`config.mk`:
```
export PLATFORM = sky130hd
export DESIGN_NAME = linebuffer_multitap
export DESIGN_NICKNAME = d
export VERILOG_FILES = /design/src/rtl/lb_pkg.sv /design/src/rtl/lb_row_ram.sv /design/src/rtl/linebuffer_multitap.sv
export SDC_FILE = /design/constraint.sdc
export NUM_CORES = 2
export LEC_CHECK = 0
export BUFFER_PORTS_ARGS = -buffer_cell sky130_fd_sc_hd__clkbuf_2
export CELL_PAD_IN_SITES_DETAIL_PLACEMENT = 1
export CELL_PAD_IN_SITES_GLOBAL_PLACEMENT = 1
export CORE_MARGIN = 2
export CORE_UTILIZATION = 55
export DETAILED_ROUTE_END_ITERATION = 16
export PLACE_DENSITY = 0.76
export RECOVER_POWER = 100
export SLEW_MARGIN = 15
export SYNTH_ARGS = -nofsm -noshare
export SYNTH_HDL_FRONTEND = slang
export SYNTH_SLANG_ARGS = --single-unit
```
`constraint.sdc`:
```
create_clock -name clk_in -period 11 [get_ports clk_in]
set_input_delay 2.2 -clock clk_in [delete_from_list [all_inputs] [get_ports clk_in]]
set_output_delay 2.2 -clock clk_in [all_outputs]
set_load 0.01 [all_outputs]
```
`src/rtl/lb_pkg.sv`:
```
// Shared config-register layout and mode encoding for the multi-tap line buffer.
// Field positions live here so the RTL and software headers agree on one source.
package lb_pkg;

  typedef enum logic [1:0] {
    LB_MODE_LINEBUF = 2'b00
  } lb_mode_e;

  localparam int CFG_REG_W           = 16;
  localparam int CFG_MODE_LSB        = 0;
  localparam int CFG_MODE_W          = 2;
  localparam int CFG_EN_BIT          = 2;
  localparam int CFG_DEPTH_LSB       = 3;
  localparam int CFG_DEPTH_W         = 13;
  localparam int LB_CFG_ADDR_DEFAULT = 0;

endpackage

```
`src/rtl/lb_row_ram.sv`:
```
// One line-buffer row: flop array with combinational read and synchronous write at the same address.
// Read returns the old word on a write cycle; no flow control, the caller sequences the writes.
module lb_row_ram #(
  parameter int DATA_WIDTH = 16,
  parameter int MAX_DEPTH  = 64,
  parameter int AW         = 6
) (
  input  logic                  clk,
  input  logic                  we,
  input  logic [AW-1:0]         addr,
  input  logic [DATA_WIDTH-1:0] wdata,
  output logic [DATA_WIDTH-1:0] rdata
);

  // Contents are deliberately left unreset; fill counters mask stale words.
  logic [DATA_WIDTH-1:0] mem [MAX_DEPTH];

  assign rdata = mem[addr];

  always_ff @(posedge clk) begin
    if (we) begin
      mem[addr] <= wdata;
    end
  end

endmodule

```
`src/rtl/linebuffer_multitap.sv`:
```
// Cascaded NUM_TAPS line buffer of runtime depth D; tap k is the input delayed by (k+1)*D writes, 1-cycle output latency.
// No backpressure: every enabled write is accepted; clk_en freezes the datapath while the config path stays live.
module linebuffer_multitap
  import lb_pkg::*;
#(
  parameter int DATA_WIDTH = 16,
  parameter int MAX_DEPTH  = 64,
  parameter int NUM_TAPS   = 2,
  parameter int CFG_ADDR   = LB_CFG_ADDR_DEFAULT
) (
  input  logic                           clk_in,
  input  logic                           reset,
  input  logic                           clk_en,
  input  logic                           flush,
  input  logic                           config_en,
  input  logic                           config_read,
  input  logic [31:0]                    config_addr,
  input  logic [31:0]                    config_data,
  output logic [31:0]                    read_data,
  input  logic [DATA_WIDTH-1:0]          data_in,
  input  logic                           wen_in,
  output logic [NUM_TAPS*DATA_WIDTH-1:0] data_out,
  output logic [NUM_TAPS-1:0]            valid_out
);

  localparam int AW = (MAX_DEPTH > 1) ? $clog2(MAX_DEPTH) : 1;
  localparam int CW = $clog2(MAX_DEPTH + 1);
  localparam logic [CFG_DEPTH_W-1:0] MAX_D = CFG_DEPTH_W'(MAX_DEPTH);

  logic [CFG_REG_W-1:0]   cfg_q;
  logic [CFG_DEPTH_W-1:0] depth_raw;
  logic [CW-1:0]          depth;
  logic [CW-1:0]          wp_last;
  logic [AW-1:0]          wp;
  logic                   cfg_hit;
  logic                   cfg_wr;
  logic                   active;
  logic                   clear;
  logic                   accept;
  logic [CW-1:0]          cnt       [NUM_TAPS];
  logic [DATA_WIDTH-1:0]  ev        [NUM_TAPS];
  logic [NUM_TAPS-1:0]    prev_full;
  logic                   unused_cfg_bits;

  assign unused_cfg_bits = ^{config_addr[31:8], config_data[31:CFG_REG_W]};

  assign cfg_hit   = (config_addr[7:0] == 8'(CFG_ADDR));
  assign cfg_wr    = config_en & cfg_hit;
  assign depth_raw = cfg_q[CFG_DEPTH_LSB +: CFG_DEPTH_W];
  assign depth     = (depth_raw > MAX_D) ? CW'(MAX_DEPTH) : depth_raw[CW-1:0];
  assign wp_last   = depth - 1'b1;
  assign active    = (cfg_q[CFG_MODE_LSB +: CFG_MODE_W] == LB_MODE_LINEBUF) &&
                     cfg_q[CFG_EN_BIT] && (depth_raw != '0);

  // A config write restarts the fill exactly like a flush and steals the write slot.
  assign clear  = cfg_wr | (flush & clk_en);
  assign accept = wen_in & clk_en & active & ~clear;

  always_ff @(posedge clk_in or posedge reset) begin
    if (reset) begin
      cfg_q     <= '0;
      read_data <= '0;
    end else begin
      if (cfg_wr) begin
        cfg_q <= config_data[CFG_REG_W-1:0];
      end
      if (config_read && cfg_hit) begin
        read_data <= 32'(cfg_q);
      end
    end
  end

  for (genvar k = 0; k < NUM_TAPS; k++) begin : g_row
    logic [DATA_WIDTH-1:0] wdata;
    if (k == 0) begin : g_first
      assign wdata        = data_in;
      assign prev_full[k] = 1'b1;
    end else begin : g_next
      assign wdata        = ev[k-1];
      assign prev_full[k] = (cnt[k-1] == depth);
    end

    lb_row_ram #(
      .DATA_WIDTH (DATA_WIDTH),
      .MAX_DEPTH  (MAX_DEPTH),
      .AW         (AW)
    ) u_row (
      .clk   (clk_in),
      .we    (accept),
      .addr  (wp),
      .wdata (wdata),
      .rdata (ev[k])
    );
  end

  always_ff @(posedge clk_in or posedge reset) begin
    if (reset) begin
      wp        <= '0;
      valid_out <= '0;
      data_out  <= '0;
      for (int k = 0; k < NUM_TAPS; k++) begin
        cnt[k] <= '0;
      end
    end else if (clear) begin
      wp        <= '0;
      valid_out <= '0;
      for (int k = 0; k < NUM_TAPS; k++) begin
        cnt[k] <= '0;
      end
    end else if (clk_en) begin
      if (accept) begin
        wp <= (CW'(wp) == wp_last) ? '0 : wp + 1'b1;
        for (int k = 0; k < NUM_TAPS; k++) begin
          data_out[k*DATA_WIDTH +: DATA_WIDTH] <= ev[k];
          valid_out[k] <= (cnt[k] == depth);
          // Row k only starts counting once the row feeding it is full.
          if ((cnt[k] != depth) && prev_full[k]) begin
            cnt[k] <= cnt[k] + 1'b1;
          end
        end
      end else begin
        valid_out <= '0;
      end
    end
  end

endmodule

```
==> results_tabular.tex <==
\begin{tabular}{lr}
\hline
Metric & Value \\
\hline
\multicolumn{2}{l}{\textbf{Global route}} \\
Total GRT Usage & 0.383 \\
Sum of overflow across all layers after global routing & 0 \\
Wire length of the first global-routing pass & 402 mm \\
Via count of the first global-routing pass & 52,100 \\
Initial antenna violation count & 28 \\
Largest net degree at the start of global routing & 72 \\
\multicolumn{2}{l}{\textbf{Worst setup path}} \\
Nature of the critical path endpoint & register \\
CP most frequent cell & buf\_4 \\
Launching instance or port of the critical path & wp[0] \\
Launching element type of the critical path & register \\
Highest-delay cell along the critical path & clkbuf\_1 \\
Register-to-register setup slack & 2.32 ns \\
R2R depth & 10 \\
Maximum fanout along the worst path & 66 \\
Endpoint arrival time on the critical path & 9.46 ns \\
Count of buffer and inverter cells on the critical path & 4 \\
Endpoint of the worst-slack reg-to-reg timing path & data\_out[12] \\
Critical-path cell list & buf\_12 > buf\_4 > and3b\_1 > clkbuf\_1 > a221oi\_1 > a31oi\_1 > a2111o\_1 > or3\_2 > buf\_4 > mux2\_2 \\
Required arrival time at the worst endpoint & 11.78 ns \\
Destination of the critical timing path & data\_out[12] \\
Number of cells on the critical path & 10 \\
Startpoint of the worst-slack reg-to-reg timing path & wp[0] \\
Cell family with the largest share of critical-path delay & buffers and inverters \\
Largest stage delay on the critical path & 2.36 ns \\
Worst Path Class, Setup & register to register \\
\multicolumn{2}{l}{\textbf{Timing}} \\
Worst Clk Skew & 0.0410 ns \\
Setup-failing EPs final & 0 \\
Count of pins over their slew limit & 3,263 \\
Slew Limit Headroom & -1.51 \\
Ratio of final minimum period to clock period & 0.789 \\
Worst-margin pin slew & 3.76 ns \\
Minimum clock period & 8.68 ns \\
Final Hold Violating Endpoints & 0 \\
Achievable Freq & 0.115 GHz \\
Unrepaired setup endpoints after global routing & no \\
Accumulated negative setup slack & 0 ns \\
\multicolumn{2}{l}{\textbf{Logic synthesis}} \\
Synth Flop Type & edfxtp\_1 \\
Number of synthesized flops with an enable pin & 2,048 \\
Flip-flop and latch count after synthesis & 2,134 \\
Number of standard cells after synthesis & 4,621 \\
Syn Area/Cell & 17.5 µm² \\
Count of yosys warnings during synthesis & 0 \\
Sequential element share of the synthesized area & 0.788 \\
Synthesized cell area & 80,700 µm² \\
Async set-reset flop share out of synthesis & 0.0403 \\
Number of different library cells in the post-synthesis netlist & 70 \\
\multicolumn{2}{l}{\textbf{Drt}} \\
Routed wire length & 288 mm \\
Via-per-instance ratio & 7.40 \\
DRC violations left & 0 \\
Routed length per instance & 41.9 µm \\
Total via count after detailed routing & 50,900 \\
Detail Route Antenna Nets & 0 \\
Drt initial violations & 8,613 \\
Iteration count of the initial detailed-routing pass & 9 \\
\multicolumn{2}{l}{\textbf{Final layout}} \\
Design area & 90,300 µm² \\
Area Growth Syn to Fin & 11.9\% \\
Share of layout cells above drive strength 1 & 0.124 \\
Register Area & 63,700 µm² \\
Final design utilization & 0.620 \\
Post-layout net count & 4,891 \\
Combined area of the multi-input logic cells & 16,100 µm² \\
Number of fillers in the final layout & 12,600 \\
Count of placed standard cells in the final layout, fillers left out & 6,886 \\
\multicolumn{2}{l}{\textbf{Place}} \\
Number of cells in the design after placement & 6,507 \\
GP Congestion & 0.867 \\
Post-DP HPWL & 160 mm \\
Count of input and output buffers & 96 \\
Dpl cell area & 84,400 µm² \\
\multicolumn{2}{l}{\textbf{Die}} \\
Top-level I/O count & 153 \\
Starting utilization of the core area & 0.554 \\
Die outline width & 387 µm \\
Floorplan row count & 140 \\
Area inside the core boundary & 146,000 µm² \\
Die H & 387 µm \\
Die Outline Area & 150,000 µm² \\
\multicolumn{2}{l}{\textbf{Min path}} \\
Worst Hold Class & register to register \\
\multicolumn{2}{l}{\textbf{Power}} \\
Pleak & 27.9 nW \\
Largest voltage drop on the vdd net & 0.000137 V \\
Portion of total power attributed to sequential cells & 0.551 \\
Total net switching power & 3.35 mW \\
Internal power contribution & 12.8 mW \\
Switching Share & 0.207 \\
Fraction of power consumed by the clock network & 0.428 \\
Portion of total power attributed to combinational logic & 0.021 \\
Power density over the cells & 179 nW/µm² \\
\multicolumn{2}{l}{\textbf{CTS}} \\
Maximum root-to-sink buffer count & 3 \\
TritonCTS Buffers & 208 \\
Number of buffers added to fix hold violations after cts & 0 \\
Post-cts repair resize count & 0 \\
Clock root cell & clkbuf\_16 \\
Clock-pin slew on the worst setup and hold paths & 0.06 ns \\
Number of clock sinks & 2,134 \\
CTS H-Tree Depth & 4 \\
Clock tree from TritonCTS & done \\
Clock latency reported for the late side of the worst-skew pair & 0.86 ns \\
Setup Buffers After CTS & 0 \\
\multicolumn{2}{l}{\textbf{Job}} \\
Maximum capacitance violations & 105 \\
\multicolumn{2}{l}{\textbf{Outcome}} \\
Violations in the final reports & capacitance limit, slew limit \\
Run status & finished with violations \\
\hline
\end{tabular}
registers in the layout (all words and copies together), names as in the netlist:
| register | cells |
|---|---|
| cnt | 14 |
| data_out | 32 |
| g_row.u_row.mem | 2048 |
| valid_out | 2 |
| read_data | 16 |
| cfg_q | 16 |
| wp | 6 |
area by class of cell:
cell class                 instances  share of cell area
clock inverter                   107             0.00965
timing repair buffer             292              0.0179
multi-input combinational       2157               0.178
tap                             1917              0.0266
clock buffer                     266              0.0623
sequential                      2134               0.705
antenna                            6            0.000166
inverter                           7            0.000305
Yosys cell counts (12+ instances only):
cell type,number,area [µm²]
a21oi_1,152,761
o221ai_1,22,193
a22oi_1,405,3040
clkbuf_1,207,777
edfxtp_1,2048,61500
nand4_1,18,113
buf_4,17,128
a222oi_1,40,400
buf_2,67,335
a31oi_1,55,344
nor2_1,195,732
a22o_1,106,928
nand3_1,25,125
nand2_1,103,387
dfrtp_1,86,2150
a221o_1,14,140
a211oi_1,20,150
o22a_1,37,324
nor4_1,15,93.8
o21ai_0,117,586
buf_1,46,173
or4_1,12,90.1
a221oi_1,120,1050
nor3_1,23,115
mux2i_1,285,2850
o22ai_1,125,782
or3_1,12,75.1
mux2_2,80,901
through the flow:
stage,setup WS (ns),power [mW],hold slack [ns]
global placement,4.54,9.38,0.470
CTS,5.23,16.2,0.506
detailed placement,4.48,9.40,0.493
floorplan,5.62,9.21,0.489
finish,2.32,16.2,0.508
global route,2.51,16.5,0.518
power by group through the flow:
stage	Clock, mW	Sequential [mW]	Combinational (mW)
finish	6.93	8.91	0.337
global route	7.21	8.91	0.348
CTS	6.92	8.90	0.332
detailed placement	0	9.07	0.329
global placement	0	9.07	0.312
floorplan	0	9.07	0.144
worst min-delay path by stage:
stage,start,endpoint,slack (ns),cells past startpoint
6_report,data_out[6],data_out[6],0.51,1
2_1_floorplan,cfg_q[13],read_data[13],0.49,1
4_1_cts,read_data[15],read_data[15],0.51,1
3_5_place_dp,read_data[0],read_data[0],0.49,1
3_3_place_gp,valid_out[0],valid_out[0],0.47,2
5_1_grt,data_out[6],data_out[6],0.52,1
per-layer routing:
layer	GRT usage	vias to the layer above	routed length, µm
met2	0.585	4590	131000
met5	0	-	208
met1	0.501	25900	97600
met3	0.113	1032	42200
li1	-	19400	-
met4	0.199	34	17300
layout by cell type, fill, tap and decap left out, drive strengths merged, types with 25 or more instances in the layout:
cell type     n
buf         111
o22ai       125
mux2i       285
a22o        106
o22a         37
a21oi       152
edfxtp     2048
clkinv       85
a221oi      120
a222oi       40
nor2        195
a31oi        55
o21ai       117
dfrtp        86
clkbuf      447
nand2       103
a22oi       405
nand3        25
mux2         80
logic make-up (layout without fill, tap and decap cells):
| group | Yosys count | count (layout) | synth area share |
|---|---|---|---|
| adder cells (fa/ha/maj) | 4 | 4 | 0.000620 |
| XOR/XNOR | 17 | 17 | 0.00184 |
| AO/OA/AOI/OAI | 1283 | 1283 | 0.115 |
| other | 1 | 22 | 0.0000464 |
| multiplexers | 374 | 374 | 0.0490 |
| buffers and inverters | 345 | 672 | 0.0180 |
| flip-flops | 2134 | 2134 | 0.788 |
| AND/OR/NAND/NOR | 463 | 463 | 0.0269 |
worst reg2reg max path, stage by stage, from the launching register on:
cell and delay [ns]:
dfrtp_4 0.76, buf_12 0.40, buf_4 0.76, and3b_1 1.85, clkbuf_1 2.37, a221oi_1 0.40
a31oi_1 0.65, a2111o_1 0.28, or3_2 0.15, buf_4 0.60, mux2_2 0.41
(Power assumes the default switching activity.)
